`config.mk`:
```
export PLATFORM = sky130hd
export DESIGN_NAME = range_threshold_sequencer_flat
export DESIGN_NICKNAME = d
export VERILOG_FILES = /design/src/rtl/range_threshold_sequencer_pkg.sv /design/src/rtl/range_threshold_sequencer_if.sv /design/src/rtl/range_threshold_sequencer_thr_step_adjust.sv /design/src/rtl/range_threshold_sequencer.sv /design/src/flat_wrapper.sv
export SDC_FILE = /design/constraint.sdc
export NUM_CORES = 1
export LEC_CHECK = 0
export CAP_MARGIN = 5
export CORE_ASPECT_RATIO = 0.75
export CORE_MARGIN = 3
export CORE_UTILIZATION = 24
export DETAILED_ROUTE_END_ITERATION = 8
export PLACE_DENSITY_LB_ADDON = 0.2
export SKIP_LAST_GASP = 1
export SLEW_MARGIN = 15
export SYNTH_ARGS = -nofsm -noshare
export SYNTH_HDL_FRONTEND = slang
export SYNTH_SLANG_ARGS = --single-unit
```
`constraint.sdc`:
```
create_clock -name i_aclk -period 6.1 [get_ports i_aclk]
set_clock_uncertainty 0.15 [all_clocks]
set_input_delay 0.915 -clock i_aclk [delete_from_list [all_inputs] [get_ports i_aclk]]
set_output_delay 0.915 -clock i_aclk [all_outputs]
set_load 0.01 [all_outputs]
```
`src/rtl/range_threshold_sequencer_pkg.sv`:
```
// Shared types and constants for the range-detector threshold sequencer.
package range_det_pkg;

  typedef enum logic [1:0] {
    ST_IDLE = 2'd0,
    ST_RUN  = 2'd1,
    ST_EVAL = 2'd2
  } state_e;

  // thr_ctrl byte layout: {nibble index, nibble value}
  localparam int NIB_IDX_W = 4;
  localparam int NIB_VAL_W = 4;

  localparam logic [63:0] DEF_INIT_THRESHOLD = 64'h1000_0000_0000_0000;
  localparam logic [63:0] DEF_MIN_THRESHOLD  = 64'h0000_0000_0000_0100;

endpackage

```
`src/rtl/range_threshold_sequencer_if.sv`:
```
// Config / peak-finder / threshold bundle of the threshold sequencer.
interface range_thr_if #(
  parameter int DATA_LEN = 64,
  parameter int CNT_W    = 32
) ();
  logic                cfg_wr;
  logic                cfg_clr;
  logic [7:0]          thr_ctrl_i;
  logic [7:0]          thr_ctrl_q;
  logic                auto_en;
  logic [15:0]         target_peaks;
  logic                iq_first;
  logic                pk_done_i;
  logic [31:0]         num_peaks_i;
  logic                pk_done_q;
  logic [31:0]         num_peaks_q;
  logic [DATA_LEN-1:0] threshold_i;
  logic [DATA_LEN-1:0] threshold_q;
  logic                thr_update;
  logic                busy;
  logic [CNT_W-1:0]    frame_count;
  logic [CNT_W-1:0]    miss_count;

  modport master (
    output cfg_wr, cfg_clr, thr_ctrl_i, thr_ctrl_q, auto_en, target_peaks,
    output iq_first, pk_done_i, num_peaks_i, pk_done_q, num_peaks_q,
    input  threshold_i, threshold_q, thr_update, busy, frame_count, miss_count
  );

  modport slave (
    input  cfg_wr, cfg_clr, thr_ctrl_i, thr_ctrl_q, auto_en, target_peaks,
    input  iq_first, pk_done_i, num_peaks_i, pk_done_q, num_peaks_q,
    output threshold_i, threshold_q, thr_update, busy, frame_count, miss_count
  );
endinterface

```
`src/rtl/range_threshold_sequencer_thr_step_adjust.sv`:
```
// One channel's auto-step: double on too many peaks (holding once the MSB
// is set), halve on zero peaks (floored at MIN_THRESHOLD), else hold.
// o_step_now is the combinational result, o_step the registered copy.
module thr_step_adjust
  import range_det_pkg::*;
#(
  parameter int                  DATA_LEN      = 64,
  parameter logic [DATA_LEN-1:0] MIN_THRESHOLD = DATA_LEN'(DEF_MIN_THRESHOLD)
) (
  input  logic                i_clk,
  input  logic                i_rst,
  input  logic                i_en,
  input  logic [DATA_LEN-1:0] i_thr,
  input  logic [31:0]         i_num_peaks,
  input  logic [15:0]         i_target,
  output logic [DATA_LEN-1:0] o_step_now,
  output logic [DATA_LEN-1:0] o_step
);

  logic [DATA_LEN-1:0] w_half;

  // Saturating shift / floored halve
  always_comb begin
    w_half     = i_thr >> 1;
    o_step_now = i_thr;
    if (i_num_peaks > {16'd0, i_target}) begin
      if (!i_thr[DATA_LEN-1]) o_step_now = i_thr << 1;
    end else if (i_num_peaks == 32'd0) begin
      o_step_now = (w_half < MIN_THRESHOLD) ? MIN_THRESHOLD : w_half;
    end
  end

  // Hold the step result until the next commit
  always_ff @(posedge i_clk) begin
    if (i_rst)     o_step <= '0;
    else if (i_en) o_step <= o_step_now;
  end

endmodule

```
`src/rtl/range_threshold_sequencer.sv`:
```
// Frame-synchronous threshold controller for the I/Q peak-finder pair.
// Shadow thresholds are written nibble-wise and only reach the live
// thresholds on iq_first. Optional auto-step: define AUTO_THRESH_EN.
module range_threshold_sequencer
  import range_det_pkg::*;
#(
  parameter int                  DATA_LEN       = 64,
  parameter logic [DATA_LEN-1:0] INIT_THRESHOLD = DATA_LEN'(DEF_INIT_THRESHOLD),
  parameter logic [DATA_LEN-1:0] MIN_THRESHOLD  = DATA_LEN'(DEF_MIN_THRESHOLD),
  parameter int                  CNT_W          = 32
) (
  input  logic       i_aclk,
  input  logic       i_areset,
  range_thr_if.slave bus
);

  state_e              r_state, w_state_nxt;
  logic [DATA_LEN-1:0] r_shadow_i, r_shadow_q, r_thr_i, r_thr_q;
  logic [DATA_LEN-1:0] w_commit_i, w_commit_q;
  logic                r_dirty, r_thr_update, r_got_i, r_got_q;
  logic [CNT_W-1:0]    r_frame_cnt, r_miss_cnt;
  logic                w_eval, w_miss, w_clr_got;
  logic [5:0]          w_pos_i, w_pos_q;

  assign w_pos_i = {bus.thr_ctrl_i[NIB_VAL_W +: NIB_IDX_W], 2'b00};
  assign w_pos_q = {bus.thr_ctrl_q[NIB_VAL_W +: NIB_IDX_W], 2'b00};

  // State register
  always_ff @(posedge i_aclk) begin
    if (i_areset) r_state <= ST_IDLE;
    else          r_state <= w_state_nxt;
  end

  // Next state; iq_first in RUN aborts the frame as a miss
  always_comb begin
    w_state_nxt = r_state;
    w_eval      = 1'b0;
    w_miss      = 1'b0;
    case (r_state)
      ST_IDLE: if (bus.iq_first) w_state_nxt = ST_RUN;
      ST_RUN: begin
        if (bus.iq_first) w_miss = 1'b1;
        else if ((r_got_i | bus.pk_done_i) && (r_got_q | bus.pk_done_q))
          w_state_nxt = ST_EVAL;
      end
      ST_EVAL: begin
        w_eval      = 1'b1;
        w_state_nxt = bus.iq_first ? ST_RUN : ST_IDLE;
      end
      default: w_state_nxt = ST_IDLE;
    endcase
  end

  assign w_clr_got = bus.iq_first | w_eval;

  // Shadow writes; clear beats nibble write
  always_ff @(posedge i_aclk) begin
    if (i_areset) begin
      r_shadow_i <= INIT_THRESHOLD;
      r_shadow_q <= INIT_THRESHOLD;
    end else if (bus.cfg_clr) begin
      r_shadow_i <= '0;
      r_shadow_q <= '0;
    end else if (bus.cfg_wr) begin
      r_shadow_i[w_pos_i +: NIB_VAL_W] <= bus.thr_ctrl_i[NIB_VAL_W-1:0];
      r_shadow_q[w_pos_q +: NIB_VAL_W] <= bus.thr_ctrl_q[NIB_VAL_W-1:0];
    end
  end

  // Dirty: a write arriving with a commit survives for the next frame
  always_ff @(posedge i_aclk) begin
    if (i_areset)                       r_dirty <= 1'b0;
    else if (bus.cfg_wr || bus.cfg_clr) r_dirty <= 1'b1;
    else if (bus.iq_first)              r_dirty <= 1'b0;
  end

`ifdef AUTO_THRESH_EN
  logic                w_step_en;
  logic                r_pending;
  logic [31:0]         r_peaks_i, r_peaks_q;
  logic [DATA_LEN-1:0] w_now_i, w_now_q, w_step_i, w_step_q;

  assign w_step_en = w_eval && bus.auto_en && !r_dirty;

  // Peak counts of the current frame, used by EVAL
  always_ff @(posedge i_aclk) begin
    if (i_areset) begin
      r_peaks_i <= '0;
      r_peaks_q <= '0;
    end else if (r_state == ST_RUN && !bus.iq_first) begin
      if (bus.pk_done_i) r_peaks_i <= bus.num_peaks_i;
      if (bus.pk_done_q) r_peaks_q <= bus.num_peaks_q;
    end
  end

  // A step is pending from EVAL until the next commit consumes it
  always_ff @(posedge i_aclk) begin
    if (i_areset || bus.iq_first) r_pending <= 1'b0;
    else if (w_step_en)           r_pending <= 1'b1;
  end

  thr_step_adjust #(.DATA_LEN(DATA_LEN), .MIN_THRESHOLD(MIN_THRESHOLD)) u_step_i (
    .i_clk(i_aclk), .i_rst(i_areset), .i_en(w_step_en), .i_thr(r_thr_i),
    .i_num_peaks(r_peaks_i), .i_target(bus.target_peaks),
    .o_step_now(w_now_i), .o_step(w_step_i)
  );

  thr_step_adjust #(.DATA_LEN(DATA_LEN), .MIN_THRESHOLD(MIN_THRESHOLD)) u_step_q (
    .i_clk(i_aclk), .i_rst(i_areset), .i_en(w_step_en), .i_thr(r_thr_q),
    .i_num_peaks(r_peaks_q), .i_target(bus.target_peaks),
    .o_step_now(w_now_q), .o_step(w_step_q)
  );

  // Commit source: manual config, then a step (bypassed when EVAL meets iq_first)
  always_comb begin
    w_commit_i = r_thr_i;
    w_commit_q = r_thr_q;
    if (r_dirty) begin
      w_commit_i = r_shadow_i;
      w_commit_q = r_shadow_q;
    end else if (w_step_en) begin
      w_commit_i = w_now_i;
      w_commit_q = w_now_q;
    end else if (r_pending) begin
      w_commit_i = w_step_i;
      w_commit_q = w_step_q;
    end
  end
`else
  logic w_unused_auto;
  assign w_unused_auto = ^{bus.auto_en, bus.target_peaks, bus.num_peaks_i,
                           bus.num_peaks_q, MIN_THRESHOLD};

  // Commit source: shadow when dirty, otherwise hold
  always_comb begin
    w_commit_i = r_dirty ? r_shadow_i : r_thr_i;
    w_commit_q = r_dirty ? r_shadow_q : r_thr_q;
  end
`endif

  // Live thresholds change only at a frame boundary
  always_ff @(posedge i_aclk) begin
    if (i_areset) begin
      r_thr_i      <= INIT_THRESHOLD;
      r_thr_q      <= INIT_THRESHOLD;
      r_thr_update <= 1'b0;
    end else begin
      r_thr_update <= bus.iq_first;
      if (bus.iq_first) begin
        r_thr_i <= w_commit_i;
        r_thr_q <= w_commit_q;
      end
    end
  end

  // Per-frame result flags; pulses coinciding with iq_first are dropped
  always_ff @(posedge i_aclk) begin
    if (i_areset || w_clr_got) begin
      r_got_i <= 1'b0;
      r_got_q <= 1'b0;
    end else if (r_state == ST_RUN) begin
      r_got_i <= r_got_i | bus.pk_done_i;
      r_got_q <= r_got_q | bus.pk_done_q;
    end
  end

  // Good / missed frame counters, wrapping
  always_ff @(posedge i_aclk) begin
    if (i_areset) begin
      r_frame_cnt <= '0;
      r_miss_cnt  <= '0;
    end else begin
      if (w_eval) r_frame_cnt <= r_frame_cnt + 1'b1;
      if (w_miss) r_miss_cnt  <= r_miss_cnt + 1'b1;
    end
  end

  assign bus.threshold_i = r_thr_i;
  assign bus.threshold_q = r_thr_q;
  assign bus.thr_update  = r_thr_update;
  assign bus.busy        = (r_state == ST_RUN);
  assign bus.frame_count = r_frame_cnt;
  assign bus.miss_count  = r_miss_cnt;

endmodule

```
`src/flat_wrapper.sv`:
```
// flat-port wrapper written by rule: the top's interface ports become plain ports
module range_threshold_sequencer_flat import range_det_pkg::*;
#(
  parameter int                  DATA_LEN       = 64,
  parameter logic [DATA_LEN-1:0] INIT_THRESHOLD = DATA_LEN'(DEF_INIT_THRESHOLD),
  parameter logic [DATA_LEN-1:0] MIN_THRESHOLD  = DATA_LEN'(DEF_MIN_THRESHOLD),
  parameter int                  CNT_W          = 32
)
  (i_aclk, i_areset, bus_cfg_wr, bus_cfg_clr, bus_thr_ctrl_i, bus_thr_ctrl_q, bus_auto_en, bus_target_peaks, bus_iq_first, bus_pk_done_i, bus_num_peaks_i, bus_pk_done_q, bus_num_peaks_q, bus_threshold_i, bus_threshold_q, bus_thr_update, bus_busy, bus_frame_count, bus_miss_count);
  range_thr_if #(.DATA_LEN(DATA_LEN), .CNT_W(CNT_W)) bus_i ();
  input  logic i_aclk;
  input  logic i_areset;
  input wire logic [$bits(bus_i.cfg_wr)-1:0] bus_cfg_wr;
  input wire logic [$bits(bus_i.cfg_clr)-1:0] bus_cfg_clr;
  input wire logic [$bits(bus_i.thr_ctrl_i)-1:0] bus_thr_ctrl_i;
  input wire logic [$bits(bus_i.thr_ctrl_q)-1:0] bus_thr_ctrl_q;
  input wire logic [$bits(bus_i.auto_en)-1:0] bus_auto_en;
  input wire logic [$bits(bus_i.target_peaks)-1:0] bus_target_peaks;
  input wire logic [$bits(bus_i.iq_first)-1:0] bus_iq_first;
  input wire logic [$bits(bus_i.pk_done_i)-1:0] bus_pk_done_i;
  input wire logic [$bits(bus_i.num_peaks_i)-1:0] bus_num_peaks_i;
  input wire logic [$bits(bus_i.pk_done_q)-1:0] bus_pk_done_q;
  input wire logic [$bits(bus_i.num_peaks_q)-1:0] bus_num_peaks_q;
  output wire logic [$bits(bus_i.threshold_i)-1:0] bus_threshold_i;
  output wire logic [$bits(bus_i.threshold_q)-1:0] bus_threshold_q;
  output wire logic [$bits(bus_i.thr_update)-1:0] bus_thr_update;
  output wire logic [$bits(bus_i.busy)-1:0] bus_busy;
  output wire logic [$bits(bus_i.frame_count)-1:0] bus_frame_count;
  output wire logic [$bits(bus_i.miss_count)-1:0] bus_miss_count;
  assign bus_i.cfg_wr = bus_cfg_wr;
  assign bus_i.cfg_clr = bus_cfg_clr;
  assign bus_i.thr_ctrl_i = bus_thr_ctrl_i;
  assign bus_i.thr_ctrl_q = bus_thr_ctrl_q;
  assign bus_i.auto_en = bus_auto_en;
  assign bus_i.target_peaks = bus_target_peaks;
  assign bus_i.iq_first = bus_iq_first;
  assign bus_i.pk_done_i = bus_pk_done_i;
  assign bus_i.num_peaks_i = bus_num_peaks_i;
  assign bus_i.pk_done_q = bus_pk_done_q;
  assign bus_i.num_peaks_q = bus_num_peaks_q;
  assign bus_threshold_i = bus_i.threshold_i;
  assign bus_threshold_q = bus_i.threshold_q;
  assign bus_thr_update = bus_i.thr_update;
  assign bus_busy = bus_i.busy;
  assign bus_frame_count = bus_i.frame_count;
  assign bus_miss_count = bus_i.miss_count;
  range_threshold_sequencer #(.DATA_LEN(DATA_LEN), .INIT_THRESHOLD(INIT_THRESHOLD), .MIN_THRESHOLD(MIN_THRESHOLD), .CNT_W(CNT_W)) u_core (.i_aclk(i_aclk), .i_areset(i_areset), .bus(bus_i));
endmodule
```
==> results.cfg <==
[flow_run]
max-cap-violations = 0

[global_route]
overflow = 0
grt_usage_pct = 14.16
antenna_found_initial = 2
grt_pass1_vias = 11270
grt_max_degree = 95
grt_pass1_wl_um = 65960

[timing]
rsz0062_at_grt = no
worstMarginPinSlew_ns = 1.128
maxSlewHeadroom_pct = 24.63
setup_viol = 0
layout_worst_path_cycle_share_pct = 57.27
min_period_ns = 3.494
fmax_mhz = 286.2
fin_tns_setup_ns = 0
hold_violations = 0
slew_viol_final = 0

[clock_network]
cts_buffer_depth = 3
post_cts_buffers = 0
insertion_delay_ns = 0.55
clock-sinks = 326
cts_hold_buf = 0
cts.repair.resized = 0
cts-root-buf = clkbuf_16
tritoncts = built
htreeDepth = 2
cts_inserted_buffers = 38
clkSlewWorstSetupHoldPaths_ns = 0.06

[power]
clockPowerShare_pct = 49.0
leakagePower_nw = 5.421
pwr-share-comb_pct = 5.0
power.density_nw_per_um2 = 273.1
p_int_mw = 3.549
swShare_pct = 23.91
switchingPower_mw = 1.115
p_seq_share_pct = 46.0
max-vdd-ir-drop_mv = 0.1721

[floorplan]
io_pins = 298
die_y_um = 208.9
core_um2 = 53620
fp-row-count = 73
die_width_um = 276.5
fp.dieArea_um2 = 57750
start_util_pct = 24.56

[synthesis]
ys_async_sr_fraction_pct = 0
syn_nets = 1693
ys_ff_latch = 326
synth_top_area_share_pct = 49.55
yosys.area.top_type = dfxtp_1
synth_most_common_cell = nand2_1
yosys-top-cells-area = dfxtp_1, nand2_1, a21oi_1
syn_inst = 1581
avgSynthCellArea_um2 = 8.330
ys_seq_area_share_pct = 49.55
synthFlopType = dfxtp_1
ys_warn_count = 0
synth_common_cells = nand2_1, dfxtp_1, a21oi_1
synth-edff-count = 0
syn_area_um2 = 13170
synth.distinct_cells = 57

[setup_path]
start_kind = input port
arrival_ns = 3.73
worst-path-max-fanout = 27
end_kind = register
rrSetupSlack_ns = 3.63
required_ns = 6.34
crit_type = in2reg

[layout]
multi_input_area_um2 = 6116
final_util_pct = 31.85
fin_area_um2 = 17080
final-seq-area_um2 = 6526
fill_cells = 5583
nets = 1836
area_growth_pct = 29.67
drive_above_1_share_pct = 5.425

[drt]
drc = 0
wire_per_inst_um = 17.22
via_per_inst = 4.834
antenna_left = 0
via_count = 11910
dr.pass1.iters = 5
wirelength_um = 42430
drt_iter0_drc = 681

[worst_hold_path]
hold_class = reg2reg

[placement]
postPlaceCellArea_um2 = 15820
gp_congestion = 0.8036
hpwlAfterDp_um = 29230
port_buffers = 216

[outcome]
outcome = finished, final reports clean
-- layout by cell type (no fill, tap or decap), drive strengths merged, types with 3 or more instances in the layout --
| cell | count |
|---|---|
| and2 | 10 |
| dfxtp | 326 |
| or2 | 6 |
| nor4 | 7 |
| nand2b | 9 |
| nand2 | 336 |
| o21ai | 68 |
| o31ai | 48 |
| a21oi | 246 |
| nor2 | 57 |
| mux2i | 57 |
| clkbuf | 52 |
| and3 | 10 |
| xor2 | 7 |
| nand4 | 49 |
| o21a | 5 |
| ha | 8 |
| nor2b | 8 |
| nand3 | 63 |
| and4 | 6 |
| or4 | 31 |
| xnor2 | 13 |
| or3 | 21 |
| nor3 | 14 |
| inv | 17 |
| clkdlybuf4s50 | 215 |
| clkinv | 11 |
| nand3b | 7 |
| and3b | 3 |
| bufinv | 3 |
| buf | 10 |
-- logic make-up after synthesis --
logic type      synth area share, %
mux                           4.503
compound gates                16.24
fa+ha+maj                    0.7601
simple gates                  23.36
buf+inv                       4.256
xor+xnor                      1.330
flops                         49.55
-- sequential cells by signal, summed over array words and instances, names as in the netlist, 2 cells and up --
| register | flops |
|---|---|
| u_core.r_state | 2 |
| u_core.bus.frame_count | 32 |
| u_core.bus.threshold_i | 64 |
| u_core.r_shadow_q | 64 |
| u_core.r_shadow_i | 64 |
| u_core.bus.miss_count | 32 |
| u_core.bus.threshold_q | 64 |
-- power groups by stage --
stage,combinational (mW),clock (mW),sequential (mW)
6_report,0.235,2.28,2.14
5_1_grt,0.258,2.47,2.14
4_1_cts,0.235,2.39,2.14
3_5_place_dp,0.235,0,2.19
3_3_place_gp,0.232,0,2.19
2_1_floorplan,0.151,0,2.19
-- final cells by class --
type                       count  area share [%]
inverter                      17          0.3737
sequential                   326           38.22
antenna                        1         0.01465
multi-input combinational   1116           35.81
clock buffer                  52           6.235
tap                          712           5.217
clock inverter                15           1.070
timing repair buffer         225           13.06
-- metrics by stage --
| stage | std cells | worst slack, ns | hold slack [ns] | power (mW) |
|---|---|---|---|---|
| after floorplan | 1581 | 3.214 | 0.2784 | 2.340 |
| after global placement | 2396 | 2.139 | 0.2905 | 2.422 |
| after detailed placement | 2396 | 2.054 | 0.2939 | 2.426 |
| after CTS | 2463 | 2.639 | 0.2989 | 4.767 |
| after global routing | 2463 | 2.327 | 0.3084 | 4.872 |
| final | 2464 | 2.606 | 0.2937 | 4.664 |
-- final timing paths --
check,to,startpoint,depth (start not counted)
hold reg to reg,u_core.bus.threshold_q[51],u_core.r_shadow_q[51],2
setup / recovery,u_core.r_shadow_i[17],bus_thr_ctrl_i[7],5
setup reg to reg,u_core.bus.miss_count[30],u_core.bus.miss_count[0],5
hold / removal,u_core.bus.threshold_q[51],u_core.r_shadow_q[51],2
-- layer usage --
layer / global-route usage [%] / wire length [um]
met4: 3.967 / 823
met1: 20.43 / 20780
met5: 0 / 20
met2: 20.15 / 17380
met3: 4.423 / 3421
-- critical path, stage by stage --
cell and delay (ns):
clkdlybuf4s50_1 1.12, clkinv_1 0.81, nand3_1 0.32, a31oi_1 0.33, mux2i_1 0.22
Power figures use the tool's default switching activity.
==> variant: new RTL, same settings <==
Re-encode `state_e` (3 states) as one-hot, 3 bits wide.
--- a/src/rtl/range_threshold_sequencer_pkg.sv
+++ b/src/rtl/range_threshold_sequencer_pkg.sv
@@ -1,10 +1,10 @@
 // Shared types and constants for the range-detector threshold sequencer.
 package range_det_pkg;
 
-  typedef enum logic [1:0] {
-    ST_IDLE = 2'd0,
-    ST_RUN  = 2'd1,
-    ST_EVAL = 2'd2
+  typedef enum logic [2:0] {
+    ST_IDLE = 3'b001,
+    ST_RUN  = 3'b010,
+    ST_EVAL = 3'b100
   } state_e;
 
   // thr_ctrl byte layout: {nibble index, nibble value}
Check against the original RTL: same outputs for any inputs over 4 cycles, from zero or initial values and one cycle with i_areset high; so few cycles prove little.
==> variant against the original RTL <==
  * Die area is essentially flat
  * Largest cell class unchanged
  * Area after synthesis barely moved
  * Routed wire length shrank 0.47%
  * Worst setup slack worse by 0.20 ns
  * Final area grew 0.12%
  * Sequential cell count rose by 1
  * Critical endpoint is now u_core.r_shadow_q[33]
  * Total power down 0.85%
==> variant: results (changes against the original RTL) <==
status: "finished clean"
ys_types: 48  # -16%
cts_buffers: 37  # -2.6%
grt.met2_usage_pct: 20.6  # +0.41 points
grt_pass1_vias: 11319  # +0.47%
wl_per_cell_um: 17.1  # -0.71%
grt_pass1_wl_um: 66600  # +0.98%
use_met3_pct: 4.49  # +0.067 points
wl_met3_um: 3030  # -12%
grt_usage_pct: 14.2  # +0.080 points
slowest_delay_ns: 0.91  # -0.21 ns
vias_per_cell: 4.76  # -1.6%
p_leak_nw: 5.50  # +1.4%
ys_seq_area_share_pct: 49.8  # +0.20 points
place.gp.congestion: 0.802  # -0.24%
grt_util_met1_pct: 20.4  # -0.061 points
dp_slack_ns: 1.90  # -0.153 ns
nNetsFinal: 1847  # +0.60%
clockBufferDepth: 3  # unchanged
cp_data_arrival_time_ns: 4.00  # +0.27 ns
antenna_cells: 0  # -1
relSlewSlack_pct: 33.3  # +8.7 points
drive_above_1_share_pct: 4.78  # -0.65 points
route.met2.wl_um: 17400  # about the same
synthTopCellsByCount: "380 x nand2_1, 327 x dfxtp_1, 238 x a21oi_1"
drt-met1-wl_um: 21000  # +1.1%
antenna_found_initial: 1  # -1
hpwl_um: 29600  # +1.3%
grt_max_degree: 91  # -4.2%
power.internal_mw: 3.53  # -0.55%
peakVddDrop_v: 0.000152  # -12%
cts_resized: 0  # unchanged
-- variant: cell types whose count changed after synthesis, sizes merged, moves of 5 or more --
| cell | unedited run | this run |
|---|---|---|
| o21ai | 68 | 63 |
| or3 | 21 | 30 |
| o41ai | 0 | 7 |
| nor2 | 57 | 41 |
| nor4bb | 0 | 6 |
| o31ai | 48 | 37 |
| nand2 | 336 | 380 |
| nand3 | 63 | 48 |
| a21oi | 246 | 238 |
| clkbuf | 111 | 99 |
| mux2i | 57 | 69 |
| or4b | 0 | 5 |
-- variant: final timing paths --
| path | from | end | slack [ns] | depth (start not counted) |
|---|---|---|---|---|
| worst max-delay path | bus_thr_ctrl_q[4] | u_core.r_shadow_q[33] | 2.41 | 7 |
| worst min-delay path | u_core.r_shadow_q[4] | u_core.bus.threshold_q[4] | 0.29 | 2 |
| worst max register to register | u_core.bus.miss_count[3] | u_core.bus.miss_count[29] | 2.97 | 4 |
| worst min register to register | u_core.r_shadow_q[4] | u_core.bus.threshold_q[4] | 0.29 | 2 |
-- variant: per-stage QoR --
stage | cell area (um2) | utilization (%) | cells | power [mW] | hold WS [ns]
after global placement | 15900 | 29.6 | 2407 | 2.41 | 0.296
after CTS | 17100 | 31.9 | 2470 | 4.72 | 0.304
after detailed placement | 15900 | 29.6 | 2407 | 2.41 | 0.296
after floorplan | 13200 | - | 1580 | 2.33 | 0.278
after global routing | 17100 | 31.9 | 2470 | 4.82 | 0.319
final | 17100 | 31.9 | 2470 | 4.62 | 0.294
-- variant: power by group through the flow --
stage / Clock (mW) / Combinational [mW] / Sequential, mW
6_report: 2.26 / 0.218 / 2.15
5_1_grt: 2.43 / 0.240 / 2.15
4_1_cts: 2.35 / 0.219 / 2.15
3_5_place_dp: 0 / 0.219 / 2.19
3_3_place_gp: 0 / 0.217 / 2.19
2_1_floorplan: 0 / 0.139 / 2.19
-- variant: cell type report --
cell class                      count  area (um2)
Fill cell                        5623       36500
Sequential cell                   327        6550
Multi-Input combinational cell   1122        6130
Timing Repair Buffer              225        2230
Tap cell                          712         891
Clock buffer                       52        1050
Inverter                           21        78.8
Clock inverter                     11         164
-- variant: worst max-delay path, delay by kind of cell --
kind | cells | cell delay [ns]
simple gates | 2 | 1.10
fa+ha+maj | 1 | 0.46
compound gates | 2 | 0.46
buf+inv | 2 | 1.06
-- variant: kinds of logic after synthesis --
family                     after synthesis  synth area share, %
AOI/OAI and AO/OA                      359                 14.9
xor gates and xnor gates                19                 1.26
adders and majority gates                9                0.856
buffers and inverters                  131                 3.80
DFF                                    327                 49.8
muxes                                   72                 5.51
and+or+nand+nor                        663                 24.0
